<file path="src/rtl/height_sqrt_unit.sv">
// Iterative fixed-point square root of the averaged sensor height.
// Restoring digit-by-digit method, two radicand bits retired per clock.
module height_sqrt_unit #(
  parameter  int FRAC_BITS = 8,
  localparam int ROOT_W    = 4 + FRAC_BITS,
  localparam int ITER      = 4 + FRAC_BITS,
  localparam int RAD_W     = 8 + 2 * FRAC_BITS,
  localparam int REM_W     = ROOT_W + 1
) (
  input  logic              clk,
  input  logic              rst_n,
  input  logic              in_valid,
  output logic              in_ready,
  input  logic [7:0]        height,
  output logic              out_valid,
  input  logic              out_ready,
  output logic [ROOT_W-1:0] root,
  output logic [REM_W-1:0]  rem,
  output logic              busy
);

  localparam int CNT_W = $clog2(ITER);

  typedef enum logic [1:0] {
    IDLE,
    CALC,
    DONE
  } state_t;

  state_t             state;
  logic [RAD_W-1:0]   rad;
  logic [ROOT_W-1:0]  proot;
  logic [REM_W-1:0]   prem;
  logic [CNT_W-1:0]   cnt;

  logic [REM_W:0]     cur;
  logic [REM_W:0]     sub;
  logic [REM_W:0]     diff;
  logic               neg;
  logic [ROOT_W-1:0]  proot_next;
  logic [REM_W-1:0]   prem_next;
  logic               unused_msbs;

  // Between steps the partial remainder stays below 2^(REM_W-1), so its top
  // bit never reaches the trial subtraction; only the final result uses it.
  always_comb begin
    cur        = {prem[REM_W-2:0], rad[RAD_W-1 -: 2]};
    sub        = {proot, 2'b01};
    neg        = cur < sub;
    diff       = cur - sub;
    prem_next  = neg ? cur[REM_W-1:0] : diff[REM_W-1:0];
    proot_next = {proot[ROOT_W-2:0], ~neg};
  end

  assign unused_msbs = prem[REM_W-1] ^ diff[REM_W];

  always_ff @(posedge clk or negedge rst_n) begin
    if (!rst_n) begin
      state     <= IDLE;
      rad       <= '0;
      proot     <= '0;
      prem      <= '0;
      cnt       <= '0;
      root      <= '0;
      rem       <= '0;
      out_valid <= 1'b0;
      busy      <= 1'b0;
      in_ready  <= 1'b1;
    end else begin
      case (state)
        IDLE: begin
          if (in_valid && in_ready) begin
            rad      <= {height, {(2 * FRAC_BITS){1'b0}}};
            proot    <= '0;
            prem     <= '0;
            cnt      <= CNT_W'(ITER - 1);
            in_ready <= 1'b0;
            busy     <= 1'b1;
            state    <= CALC;
          end
        end
        CALC: begin
          rad   <= {rad[RAD_W-3:0], 2'b00};
          proot <= proot_next;
          prem  <= prem_next;
          if (cnt == '0) begin
            root      <= proot_next;
            rem       <= prem_next;
            out_valid <= 1'b1;
            busy      <= 1'b0;
            state     <= DONE;
          end else begin
            cnt <= cnt - CNT_W'(1);
          end
        end
        DONE: begin
          // Re-opening the input only after the result is taken keeps the
          // held result stable and rules out a same-cycle accept.
          if (out_ready) begin
            out_valid <= 1'b0;
            in_ready  <= 1'b1;
            state     <= IDLE;
          end
        end
        default: state <= IDLE;
      endcase
    end
  end

endmodule

</file>
<file path="config.mk">
export PLATFORM = sky130hd
export DESIGN_NAME = height_sqrt_unit
export DESIGN_NICKNAME = d
export VERILOG_FILES = /design/src/rtl/height_sqrt_unit.sv
export SDC_FILE = /design/constraint.sdc
export NUM_CORES = 1
export LEC_CHECK = 0
export CAP_MARGIN = 10
export CORE_ASPECT_RATIO = 1.75
export CORE_MARGIN = 2
export CORE_UTILIZATION = 30
export CTS_CLUSTER_DIAMETER = 40
export DETAILED_ROUTE_END_ITERATION = 8
export SLEW_MARGIN = 20
export SYNTH_ARGS = -nofsm -noshare
export SYNTH_HDL_FRONTEND = slang
export SYNTH_SLANG_ARGS = --single-unit
</file>
<file path="constraint.sdc">
create_clock -name clk -period 2.9 [get_ports clk]
set_clock_uncertainty 0.2 [all_clocks]
set_input_delay 0.58 -clock clk [delete_from_list [all_inputs] [get_ports clk]]
set_output_delay 0.58 -clock clk [all_outputs]
set_load 0.01 [all_outputs]
</file>
-- Word-level counts from Yosys, hierarchy flattened
Cells that the tools add are included.
- register bits: 82
- input bits: 12
- output and inout port bits: 28
- $add $sub $neg: 2
- order comparisons: 1
- eq/ne operators: 6
- mux-type cells: 23
- bitwise gates (word level): 1
- reductions and logical operators: 13
- operator list (operator ; number):
    12-bit case mux with 2 select lines ; 2
    24-bit case mux with 2 select lines ; 1
    12-bit 2-to-1 mux ; 2
    24-bit 2-to-1 mux ; 1
    3-bit AND reduction ; 5
    14-bit < comparator ; 1
    13-bit 2-to-1 mux ; 1
    13-bit subtractor ; 1
    4-bit 2-to-1 mux ; 2
    2-bit inequality test, second input constant ; 4
    4-bit case mux with 2 select lines ; 1
    1-bit 2-to-1 mux ; 6
    2-bit 2-to-1 mux ; 3
    1-bit case mux with 2 select lines ; 3
    2-bit case mux with 3 select lines ; 1
    2-bit nonzero test ; 3
    4-bit zero test ; 1
    2-bit AND reduction ; 2
    4-bit by 1-bit subtractor with 4-bit output, second input constant ; 1
    2-bit by 1-bit == test with 1-bit output, second input constant ; 1
    2-bit == test, second input constant ; 1
    2-bit zero test ; 1
    1-bit logical AND ; 1
    1-bit NOT ; 1

-- Longest topological paths before layout
Gate-level depths: netlist of run 1.
- depth in word-level cells: 3
- depth in mapped cells: 9

-- Least setup slack after synthesis of run 1
No wires, ideal clock.
- path kind: register to register
- start: register prem[6]
- end: register rem[5]
- setup time: 0.131 ns
- data arrival time: 1.749 ns
- required time: 2.569 ns
- slack: 0.820 ns
- stages on the path, launching flop included: 9
- buffers on the path: 1
- clock period less this slack: 2.080 ns
- cell sequence: dfrtp_1 -> ha_1 -> nand2_2 -> o21ai_2 -> nor2_4 -> a21oi_4 -> buf_6 -> mux2i_1 -> o21ai_1
- cells in the longest elaborated chain, start to end: 2
- ends and longest elaborated chain (what ; RTL line ; RTL):
    from (decl) ; 33 ; logic [REM_W-1:0] prem;
    from (signal assigned) ; 85 ; prem <= prem_next;
    14-bit < comparator ; 49 ; neg = cur < sub;
    13-bit 2-to-1 mux ; 51 ; prem_next = neg ? cur[REM_W-1:0] : diff[REM_W-1:0];
    to (signal assigned) ; 88 ; rem <= prem_next;
    to (decl) ; 18 ; output logic [REM_W-1:0] rem,
No other way between the ends.
A chain may end at the register's enable or synchronous reset.

-- Worst setup path in the final report of run 1
- start: register prem[6]
- end: register rem[1]
Same word-level chain as after synthesis.

==> results of run 1 <==
==> cells in the mapped netlist <==
| cell type | count | area (µm²) |
|---|---|---|
| a211oi_1 | 1 | 7.51 |
| a21o_1 | 5 | 37.5 |
| a21oi_1 | 17 | 85.1 |
| a21oi_4 | 2 | 32.5 |
| a22o_1 | 3 | 26.3 |
| a2bb2oi_1 | 4 | 35.0 |
| a311o_1 | 1 | 10.0 |
| a32oi_1 | 4 | 35.0 |
| and2_1 | 1 | 6.26 |
| and3_1 | 1 | 6.26 |
| buf_1 | 1 | 3.75 |
| buf_2 | 4 | 20.0 |
| buf_6 | 2 | 22.5 |
| clkbuf_1 | 7 | 26.3 |
| dfrtp_1 | 65 | 1630 |
| dfstp_2 | 1 | 26.3 |
| ha_1 | 15 | 188 |
| inv_1 | 18 | 67.6 |
| mux2_2 | 1 | 11.3 |
| mux2i_1 | 13 | 130 |
| nand2_1 | 65 | 244 |
| nand2_2 | 1 | 6.26 |
| nand2b_1 | 3 | 18.8 |
| nand3_1 | 4 | 20.0 |
| nor2_1 | 21 | 78.8 |
| nor2_4 | 1 | 11.3 |
| nor3_1 | 5 | 25.0 |
| nor3b_1 | 1 | 7.51 |
| o2111ai_1 | 2 | 17.5 |
| o211ai_1 | 3 | 22.5 |
| o211ai_2 | 1 | 12.5 |
| o21a_1 | 1 | 7.51 |
| o21ai_0 | 43 | 215 |
| o21ai_1 | 11 | 55.1 |
| o21ai_2 | 2 | 17.5 |
| o21ba_2 | 1 | 10.0 |
| o21bai_1 | 1 | 7.51 |
| o31ai_1 | 3 | 22.5 |
| or2_2 | 2 | 12.5 |
| or2b_1 | 1 | 7.51 |
| xnor2_1 | 8 | 70.1 |
| xor2_1 | 3 | 26.3 |
==> metal layers <==
metal / wire length [µm] / track usage (%)
met1: 3140 / 14.5
met2: 3970 / 24.1
met3: 258 / 3.29
met4: 176 / 6.62
met5: 0 / 0
==> power breakdown <==
part / internal (µW) / leakage, µW / total [µW] / switching (µW)
combinational: 1240 / 0.000851 / 2900 / 1650
sequential: 1260 / 0.000868 / 1500 / 241
clock: 687 / 0.000141 / 1100 / 408
total: 3190 / 0.00186 / 5490 / 2300
==> registers in the layout, summed over array words and instances, names as in the netlist <==
| signal | count |
|---|---|
| root | 12 |
| state | 2 |
| rad | 8 |
| busy | 1 |
| in_ready | 1 |
| prem | 12 |
| out_valid | 1 |
| rem | 13 |
| cnt | 4 |
| proot | 12 |
==> layout make-up <==
cell class,count,area share [%]
Clock buffer,10,5.75
Clock inverter,6,1.59
Inverter,18,1.63
Multi-Input combinational cell,251,36.7
Sequential cell,66,39.8
Tap cell,130,3.91
Timing Repair Buffer,45,10.7
==> how the worst max path moves through the flow <==
stage | end | slack (ns) | start
3_5_place_dp | rem[1] | 0.40 | prem[6]
5_1_grt | prem[5] | 0.23 | prem[6]
6_report | rem[1] | 0.41 | prem[6]
4_1_cts | prem[5] | 0.40 | prem[6]
2_1_floorplan | rem[5] | 0.82 | prem[6]
3_3_place_gp | rem[5] | 0.41 | prem[6]
==> logic make-up after synthesis <==
| logic type | after synthesis | share of synthesized area (%) |
|---|---|---|
| AOI/OAI and AO/OA | 105 | 19.8 |
| xor gates and xnor gates | 11 | 2.90 |
| adders and majority gates | 15 | 5.65 |
| buffers and inverters | 32 | 4.22 |
| DFF | 66 | 49.8 |
| muxes | 14 | 4.26 |
| and+or+nand+nor | 106 | 13.4 |
==> per-stage QoR <==
step	instance area (µm²)	total power, µW	worst slack, ns
2_1_floorplan	3320	3670	0.820
3_3_place_gp	3850	4380	0.408
3_5_place_dp	3850	4440	0.405
4_1_cts	4160	5560	0.397
5_1_grt	4160	5940	0.235
6_report	4160	5490	0.414
==> impl_metrics.csv, run 1 <==
group,metric,value,unit
run_status,status,"complete, no violations",
critical_path,cp.arrival,2.51,ns
synth,netlist_area,0.00332,mm²
critical_path,cp_max_fo,14,
clock_network,post_cts_resized,0,
synth,seq_area_frac_synth,49.8,%
finish,drive_gt1_share,8.84,%
critical_path,worst_r2r_path_depth,7,
clock_network,post-cts-setup-buffers,0,
critical_path,slowest_delay,0.47,ns
critical_path,critPathLaunchType,"flop",
floorplan,pin_count,40,
sta,fin_crit_sh,85.7,%
sta,hold_slack,0.00187,ns
clock_network,htreeDepth,3,
drt,vias,2574,
grt,antenna_found_initial,0,
drt,via_per_inst,4.89,
synth,syn_inst,349,
floorplan,num_rows,50,
critical_path,crit_cells,7,
synth,syn_area_per_cell,9.51,µm²
grt,grt_pass1_vias,2598,
sta,max_freq,402,MHz
drt,drt_iter0_drc,117,
critical_path,required,2.92,ns
sta,timing.setup.tns,0,ns
job,maxCapViolCount,0,
placement,place.gp.congestion,0.918,
critical_path,cp_slowest_cell,"a21oi_4",
finish,diodes,0,
finish,multi_input_area,0.00153,mm²
placement,dp.cells,510,
finish,stdcell_count,526,
grt,grt_util_all_layers,13.4,%
grt,grt_pass1_wl,12600,µm
critical_path,path_class,"reg -> reg",
worst_hold_path,hp-class,"in -> async",
critical_path,worstPathBufferInverterCount,0,
critical_path,crit_family,"compound AO/OA/AOI/OAI gates",
clock_network,cts_tree,"done",
pwr,peakVddDrop,0.451,mV
sta,setup_viol,0,
sta,rsz0062_at_grt,"false",
floorplan,die_h,143,µm
pwr,power_density,1320,mW/mm²
sta,drv_slew,0,
critical_path,r2r_setup_slack,0.41,ns
finish,ff_latch_area,0.00165,mm²
drt,totalWireLength,7540,µm
synth,synth-seq-cells,66,
finish,final_nets,418,
clock_network,numCtsBuffers,9,
critical_path,timing.rr.start,"prem[6]",
drt,drc,0,
synth,synth_fp_nets,376,
clock_network,cts_buffer_depth,2,
placement,port_buffers,39,
drt,routedWlPerCell,14.3,µm
floorplan,dieArea,0.0120,mm²
finish,mostFrequentLayoutCells,"65 x nand2_1, 65 x dfrtp_1, 43 x o21ai_0",
pwr,leakage,0.00186,µW
sta,min_period,2.49,ns
critical_path,regToRegEndpoint,"rem[1]",
sta,max-slew-margin-rel,51.1,%
floorplan,die_w,83.5,µm
grt,grt_max_degree,48,
grt,grt_overflow,0,
synth,netlist-cell-type-count,42,
drt,first_pass_iters,4,
clock_network,path_clk_slew,0.06,ns
drt,ant_nets,0,
sta,final_hold_viol_count,0,
placement,hpwl,5490,µm
critical_path,crit_path_cell_trace,"ha_1 -> nand2_2 -> o21ai_2 -> nor2_4 -> a21oi_4 -> mux2i_1 -> mux2_2",
finish,area_growth,25.3,%
floorplan,core-area,0.0108,mm²
sta,worst_pin_slew,0.733,ns
finish,utilization,38.6,%
synth,yosys_warnings,0,
clock_network,clock-root-buffer,"clkbuf_16",
clock_network,cts_sinks,66,
clock_network,clk_latency,0.34,ns
critical_path,end_kind,"flop",
clock_network,hold_buffers,0,
finish,nFillCells,1123,
floorplan,initial_core_util,30.8,%
Power figures use the tool's default switching activity.
==> run 2: changes to the inputs <==
Settings changed: SLEW_MARGIN 20 to 0.
==> results of run 2 <==
Same layout as run 1: the final DEF is identical, and so are final timing and power.
